## config.mk

```make
export PLATFORM = sky130hd
export DESIGN_NAME = present_decrypt
export DESIGN_NICKNAME = d
export VERILOG_FILES = /design/src/rtl/present_pkg.sv /design/src/rtl/present_inv_sbox.sv /design/src/rtl/present_sbox.sv /design/src/rtl/present_decrypt.sv
export SDC_FILE = /design/constraint.sdc
export NUM_CORES = 1
export LEC_CHECK = 0
export CORE_MARGIN = 10
export CORE_UTILIZATION = 35
export CTS_CLUSTER_SIZE = 16
export DETAILED_ROUTE_END_ITERATION = 8
export GPL_TIMING_DRIVEN = 0
export PLACE_DENSITY = 0.64
export SYNTH_ARGS = -nofsm -noshare
export SYNTH_HDL_FRONTEND = slang
export SYNTH_SLANG_ARGS = --single-unit
export TNS_END_PERCENT = 30
```

## constraint.sdc

```tcl
create_clock -name clk -period 2.2 [get_ports clk]
set_input_delay 0.44 -clock clk [delete_from_list [all_inputs] [get_ports clk]]
set_output_delay 0.44 -clock clk [all_outputs]
set_load 0.02 [all_outputs]
```

## src/rtl/present_pkg.sv

```systemverilog
// Shared constants, S-box tables, FSM encoding and inverse bit permutation
// for the PRESENT-80 datapaths.
package present_pkg;

  localparam int unsigned ROUNDS  = 31;
  localparam int unsigned BLOCK_W = 64;
  localparam int unsigned KEY_W   = 80;
  localparam int unsigned RC_W    = 5;
  localparam int unsigned NIB_W   = 4;

  // Nibble tables, entry i lives at bits [4i+3:4i]
  localparam logic [63:0] SBOX_TABLE     = 64'h2174_8FE3_DA09_B65C;
  localparam logic [63:0] INV_SBOX_TABLE = 64'hA970_364B_D21C_8FE5;

  typedef enum logic [1:0] {
    ST_IDLE = 2'd0,
    ST_KEXP = 2'd1,
    ST_RUN  = 2'd2,
    ST_DONE = 2'd3
  } fsm_e;

  // Undo the pLayer: bit P(i) of the input lands back at bit i
  function automatic logic [BLOCK_W-1:0] inv_perm(input logic [BLOCK_W-1:0] d);
    logic [BLOCK_W-1:0] r;
    r = '0;
    for (int unsigned i = 0; i < BLOCK_W - 1; i++) begin
      r[6'(i)] = d[6'((16 * i) % 63)];
    end
    r[BLOCK_W-1] = d[BLOCK_W-1];
    return r;
  endfunction

endpackage

```

## src/rtl/present_inv_sbox.sv

```systemverilog
// Inverse PRESENT 4-bit S-box.
module present_inv_sbox
  import present_pkg::*;
(
  input  logic [NIB_W-1:0] nib,
  output logic [NIB_W-1:0] sub_c
);

  assign sub_c = INV_SBOX_TABLE[{nib, 2'b00} +: NIB_W];

endmodule

```

## src/rtl/present_sbox.sv

```systemverilog
// Forward PRESENT 4-bit S-box, shared with the encrypt datapath.
module present_sbox
  import present_pkg::*;
(
  input  logic [NIB_W-1:0] nib,
  output logic [NIB_W-1:0] sub_c
);

  assign sub_c = SBOX_TABLE[{nib, 2'b00} +: NIB_W];

endmodule

```

## src/rtl/present_decrypt.sv

```systemverilog
// Iterative PRESENT-80 decryption: 31 forward key-schedule steps to reach
// K32, then 31 inverse rounds walking the key schedule backwards.
module present_decrypt
  import present_pkg::*;
#(
  parameter int unsigned ROUNDS = present_pkg::ROUNDS
) (
  input  logic               clk,
  input  logic               rst_n,
  input  logic               in_valid,
  output logic               in_ready,
  input  logic [BLOCK_W-1:0] in_ct,
  input  logic [KEY_W-1:0]   in_key,
  output logic               out_valid,
  input  logic               out_ready,
  output logic [BLOCK_W-1:0] out_pt
);

  localparam logic [RC_W-1:0] LAST_RC  = RC_W'(ROUNDS);
  localparam logic [RC_W-1:0] FIRST_RC = RC_W'(1);

  fsm_e               fsm_q;
  fsm_e               fsm_d;
  logic [BLOCK_W-1:0] state;
  logic [KEY_W-1:0]   key;
  logic [RC_W-1:0]    rc;

  logic [NIB_W-1:0]   key_fwd_nib;
  logic [NIB_W-1:0]   key_inv_nib;
  logic [KEY_W-1:0]   key_fwd;
  logic [KEY_W-1:0]   key_inv;
  logic [BLOCK_W-1:0] perm_out;
  logic [BLOCK_W-1:0] sub_out;
  logic [BLOCK_W-1:0] round_out;

  // One forward key-schedule step; s is S(k[18:15]), the nibble rotated to the top
  function automatic logic [KEY_W-1:0] fk(input logic [KEY_W-1:0] k,
                                          input logic [RC_W-1:0]  r,
                                          input logic [NIB_W-1:0] s);
    logic [KEY_W-1:0] t;
    t          = {k[18:0], k[79:19]};
    t[79:76]   = s;
    t[19:15]   = t[19:15] ^ r;
    return t;
  endfunction

  // Exact inverse of fk; s is S^-1(k[79:76])
  function automatic logic [KEY_W-1:0] ik(input logic [KEY_W-1:0] k,
                                          input logic [RC_W-1:0]  r,
                                          input logic [NIB_W-1:0] s);
    logic [KEY_W-1:0] t;
    t          = k;
    t[19:15]   = t[19:15] ^ r;
    t[79:76]   = s;
    return {t[60:0], t[79:61]};
  endfunction

  present_sbox u_key_sbox (
    .nib   (key[18:15]),
    .sub_c (key_fwd_nib)
  );

  present_inv_sbox u_key_inv_sbox (
    .nib   (key[79:76]),
    .sub_c (key_inv_nib)
  );

  assign key_fwd  = fk(key, rc, key_fwd_nib);
  assign key_inv  = ik(key, rc, key_inv_nib);
  assign perm_out = inv_perm(state);

  for (genvar g = 0; g < BLOCK_W / NIB_W; g++) begin : g_state_sbox
    present_inv_sbox u_sbox (
      .nib   (perm_out[NIB_W*g +: NIB_W]),
      .sub_c (sub_out[NIB_W*g +: NIB_W])
    );
  end

  assign round_out = sub_out ^ key_inv[79:16];

  // FSM state register
  always_ff @(posedge clk or negedge rst_n) begin
    if (!rst_n) begin
      fsm_q <= ST_IDLE;
    end else begin
      fsm_q <= fsm_d;
    end
  end

  // Next-state logic
  always_comb begin
    fsm_d = fsm_q;
    unique case (fsm_q)
      ST_IDLE: if (in_valid)        fsm_d = ST_KEXP;
      ST_KEXP: if (rc == LAST_RC)   fsm_d = ST_RUN;
      ST_RUN:  if (rc == FIRST_RC)  fsm_d = ST_DONE;
      ST_DONE: if (out_ready)       fsm_d = ST_IDLE;
      default:                      fsm_d = ST_IDLE;
    endcase
  end

  // Handshake flags decoded from the registered FSM state only
  always_comb begin
    in_ready  = 1'b0;
    out_valid = 1'b0;
    unique case (fsm_q)
      ST_IDLE: in_ready  = 1'b1;
      ST_DONE: out_valid = 1'b1;
      default: ;
    endcase
  end

  // Datapath: capture, key expansion with final K32 whitening, inverse rounds
  always_ff @(posedge clk or negedge rst_n) begin
    if (!rst_n) begin
      state <= '0;
      key   <= '0;
      rc    <= '0;
    end else begin
      unique case (fsm_q)
        ST_IDLE: begin
          if (in_valid) begin
            state <= in_ct;
            key   <= in_key;
            rc    <= FIRST_RC;
          end
        end
        ST_KEXP: begin
          key <= key_fwd;
          if (rc == LAST_RC) begin
            state <= state ^ key_fwd[79:16];
          end else begin
            rc <= rc + RC_W'(1);
          end
        end
        ST_RUN: begin
          state <= round_out;
          key   <= key_inv;
          if (rc != FIRST_RC) begin
            rc <= rc - RC_W'(1);
          end
        end
        default: ;
      endcase
    end
  end

  // The state register only changes in IDLE/KEXP/RUN, so it is stable through DONE
  assign out_pt = state;

endmodule

```

Word level (Yosys, flattened, before mapping)

Cells that the tools add are included.

Bits in writable memories: 0
Bits in read-only memories: 0
Memories: 0
Latch bits: 0
Logic and storage cells: 62
Register bits: 151

Reductions and logical operators: 6
Add/subtract/negate cells: 2
Divide/modulo/power cells: 0
Muxes and demuxes: 16
Magnitude comparators: 0
Multiply operators: 0
Equal/unequal tests: 12
Shifts and indexed selects: 18
Bitwise operators: 4

Operators by type and width:

| kind                                                       | count |
|---|---|
| indexed part select 64 x 7 -> 4 bit (first input constant) | 18 |
| case mux 80 bit (3 select lines)                           | 1 |
| case mux 64 bit (3 select lines)                           | 1 |
| two-way mux 64 bit                                         | 2 |
| bitwise XOR 64 bit                                         | 2 |
| two-way mux 80 bit                                         | 1 |
| two-way mux 5 bit                                          | 3 |
| case mux 5 bit (3 select lines)                            | 1 |
| != test 2 bit (second input constant)                      | 6 |
| bitwise XOR 5 bit                                          | 2 |
| two-way mux 2 bit                                          | 4 |
| case mux 2 bit (4 select lines)                            | 1 |
| AND reduction 4 bit                                        | 2 |
| adder 5 x 1 -> 5 bit (second input constant)               | 1 |
| equality test 5 x 1 -> 1 bit (second input constant)       | 1 |
| equality test 5 bit (second input constant)                | 1 |
| != test 5 x 1 -> 1 bit (second input constant)             | 1 |
| subtractor 5 x 1 -> 5 bit (second input constant)          | 1 |
| equality test 2 bit (second input constant)                | 2 |
| AND reduction 3 bit                                        | 1 |
| nonzero test 3 bit                                         | 1 |
| equality test 2 x 1 -> 1 bit (second input constant)       | 1 |
| logical NOT 2 bit                                          | 1 |
| two-way mux 1 bit                                          | 2 |
| AND reduction 2 bit                                        | 1 |

Longest topological paths before layout

Depth in word-level cells: 4
Mapped depth: 10

Modules after synthesis

From an unflattened synthesis, not the netlist that was laid out.

Cell total of the unflattened synthesis: 1688
Area total of the unflattened synthesis: 13377.8 um^2

By module, submodules not included:

| module           | cells each | area each (um^2) | instances | sequential area each (um^2) |
|---|---|---|---|---|
| present_decrypt  | 1194       | 9512.9           | 1         | 3778.6 |
| present_inv_sbox | 28         | 216.5            | 17        | 0.0 |
| present_sbox     | 18         | 185.2            | 1         | 0.0 |

Worst setup path before layout

OpenSTA, ideal clock, no wires.

Path type: reg2reg
From: reg state[2], in the netlist out_pt[2]
To: reg state[9], in the netlist out_pt[9]
Arrival time: 2.076 ns
Path buffers: 0
Library setup time: 0.135 ns
Data required time: 2.065 ns
Cell stages (with the launch flop): 7
Setup slack: -0.011 ns
Period minus slack after synthesis: 2.211 ns
Path through: dfrtp_1 -> inv_1 -> ha_1 -> mux4_2 -> xor2_1 -> a221oi_1 -> o22ai_1

Word-level cells in the longest chain between the ends: 3

Ends and longest elaborated chain:

| item                                | RTL line               | source |
|---|---|---|
| start, declared                     | present_decrypt.sv:24  | `logic [BLOCK_W-1:0] state;` |
| start signal, assigned              | present_decrypt.sv:123 | `state <= in_ct;` |
| start signal, assigned              | present_decrypt.sv:131 | `state <= state ^ key_fwd[79:16];` |
| start signal, assigned              | present_decrypt.sv:137 | `state <= round_out;` |
| indexed part select 64 x 7 -> 4 bit | present_inv_sbox.sv:9  | `assign sub_c = INV_SBOX_TABLE[{nib, 2'b00} +: NIB_W];` |
| bitwise XOR 64 bit                  | present_decrypt.sv:79  | `assign round_out = sub_out ^ key_inv[79:16];` |
| case mux 64 bit (3 select lines)    | present_decrypt.sv:120 | `unique case (fsm_q)` |

Every way passes these cells.
A chain may end at the register's enable or synchronous reset.

Worst setup path after layout

From: reg state[26], in the netlist out_pt[26]
To: reg state[43], in the netlist out_pt[43]

The elaborated chain is that of the path after synthesis.

==> metrics.cfg <==
[min_path]
holdCritPathClass = in -> async

[synthesis]
ys_seq_area_frac = 0.287
syn_area_per_cell_um2 = 9.01
ys_seq_elements = 151
synth_cells = 1460
synthFlopType = dfrtp_1
syn_nets = 1735
synth_edf_count = 0
yosys_warnings = 0
synthesis.area_um2 = 13100
synthArstFlopShare = 1.00
synth.distinct_cells = 54

[setup_path]
cp-start-kind = flop
worstPathCellList = clkinvlp_4 > buf_6 > ha_2 > mux4_2 > xnor2_2 > a221oi_2 > o21ai_1
path_class = reg -> reg
cp.required_ps = 2530
critPathMaxStageDelay_ps = 530
critPathSlowestCell = mux4_2
crit_path_end_kind = flop
crit_path_max_fanout = 4
cp.arrival_ps = 2550

[outcome]
status = finished with violations
violations = setup timing

[cts]
h-tree-depth = 4
clk_path_buf_depth = 2
tritoncts = built
numCtsBuffers = 17
root_buffer = clkbuf_16
clock_sinks = 151
clkTransAtPathRegs_ps = 70
insertion_delay_ps = 450

[layout]
final_common_cell = clkdlybuf4s50_1
multiInputGateArea_um2 = 9100
area_growth_pct = 35.1
fillerInstances = 3516
fin_area_um2 = 17800
ff_latch_area_um2 = 3830
drive_gt1_frac = 0.219
nets = 2009
final_cell_mix = clkdlybuf4s50_1, nor2_1, nand2_1, dfrtp_1, ha_1

[die]
io_pins = 214
die_area_um2 = 45700
core_um2 = 36900
placementRows = 70
die-width_um = 214
die_height_um = 214
start_util = 0.357

[grt]
grt_pass1_vias = 13400
grt_max_degree = 87
grt-ovfl-total = 0
antenna_found_initial = 2
gr-usage-all-layers = 0.276
grt_pass1_wl_um = 91900

[route]
drt_iter0_drc = 1534
routedWlPerCell_um = 28.8
vias = 13700
drc = 0
firstDrtPassIters = 8
routed_via_density = 6.09
final_antenna_net_count = 0
wl_um = 64800

[timing]
setup_viol = 2
worst_slack_ps = -16.9
rsz0062_at_grt = true
tightest_slew_ps = 757
fmax_ghz = 0.451
drv_slew = 0
final.period_utilization = 1.01
fin_skew_ps = 11.5
layout_min_cycle_time_ps = 2220
hold_violations = 0
maxSlewHeadroom = 0.495

[place]
gp_congestion = 0.995
dpl-instance-area_um2 = 15900
port_buffers = 213
dp_hpwl_um = 49400

[job]
cap_violations = 0

## final timing paths
kind,start,endpoint,slack [ps],depth (start not counted)
min,rst_n,out_pt[32],530,2
max,out_pt[26],out_pt[43],-20,7
max in group asynchronous,rst_n,out_pt[21],750,3
max reg2reg,out_pt[26],out_pt[43],-20,7
min in group clk,rc[1],rc[1],560,2
min reg2reg,rc[1],rc[1],560,2
## what timing repair did
action | CTS | global route
hold buffers | 1 | 0
setup buffers | 29 | 13
setup endpoints to repair | 154 | 138
cloned | 0 | 0
resized for setup | 214 | 125
pin swaps | 11 | 13
endpoints found under the hold margin | 65 | 0
## layer usage
metal	part of all wire	track usage	vias to the layer above	routed length [µm]
met4	0.051	0.140	2	3300
li1	-	-	5846	-
met3	0.12	0.0775	181	7480
met2	0.44	0.413	882	28300
met1	0.40	0.358	6788	25700
met5	0.00023	0	-	15
## cells in the mapped netlist (2+ instances only)
master	count	area (µm²)
nor2_1	127	477
buf_2	30	150
buf_1	4	15.0
o21ai_2	2	17.5
clkbuf_1	100	375
a221oi_1	121	1060
nor3_1	22	110
o31ai_1	79	593
nand3_1	2	10.0
a21oi_1	32	160
mux2i_1	39	390
o22ai_1	29	181
nand2b_1	7	43.8
o211ai_1	18	135
nand2_1	115	432
xor2_1	70	613
o21ai_0	90	450
a21o_1	2	15.0
a2bb2oi_1	2	17.5
xnor2_1	68	596
inv_1	87	327
dfrtp_1	151	3780
a31oi_1	4	25.0
or2_2	2	12.5
nor3b_1	9	67.6
o21a_1	17	128
ha_1	127	1590
a211oi_1	17	128
mux4_2	36	811
nor4_1	2	12.5
nor2b_1	4	25.0
a22oi_1	2	15.0
mux2_2	16	180
and2_1	7	43.8
## critical path: cells and delay by family, from the launching register on
family,cells,cell delay [ps]
compound gates,2,450
xor+xnor,1,170
fa+ha+maj,1,160
buf+inv,2,390
flops,1,400
mux,1,530
## cell families after synthesis
group	Yosys count	synth area share
compound gates	425	0.229
simple gates	304	0.0980
buf+inv	224	0.0677
flops	151	0.287
xor+xnor	138	0.0919
fa+ha+maj	127	0.121
mux	91	0.105
## cell type report
type / count / share of cell area
Antenna cell: 1 / 0.000141
Clock buffer: 22 / 0.0267
Timing Repair Buffer: 257 / 0.141
Buffer: 134 / 0.0446
Inverter: 88 / 0.0206
Tap cell: 504 / 0.0355
Clock inverter: 9 / 0.00387
Sequential cell: 151 / 0.215
Multi-Input combinational cell: 1085 / 0.512
## sequential cells by signal (all words and copies together) (netlist names)
signal	count
fsm_q	2
key	80
rc	5
out_pt	64
## metrics by stage
step | worst slack (ps) | hold slack (ps) | utilization | setup TNS (ps) | std cells
3_3_place_gp | -6850 | 549 | 0.432 | -1045870 | 2177
6_report | -16.9 | 525 | 0.482 | -25.9 | 2251
4_1_cts | -75.7 | 565 | 0.469 | -151 | 2238
2_1_floorplan | -0.434 | 144 | - | -0.434 | 1460
5_1_grt | -90.6 | 580 | 0.482 | -1470 | 2250
3_5_place_dp | -1110 | 430 | 0.432 | -109630 | 2178
Power is left out: the tool's default activity adds up to more than one toggle a clock period on the data nets, which glitch-free logic cannot reach.
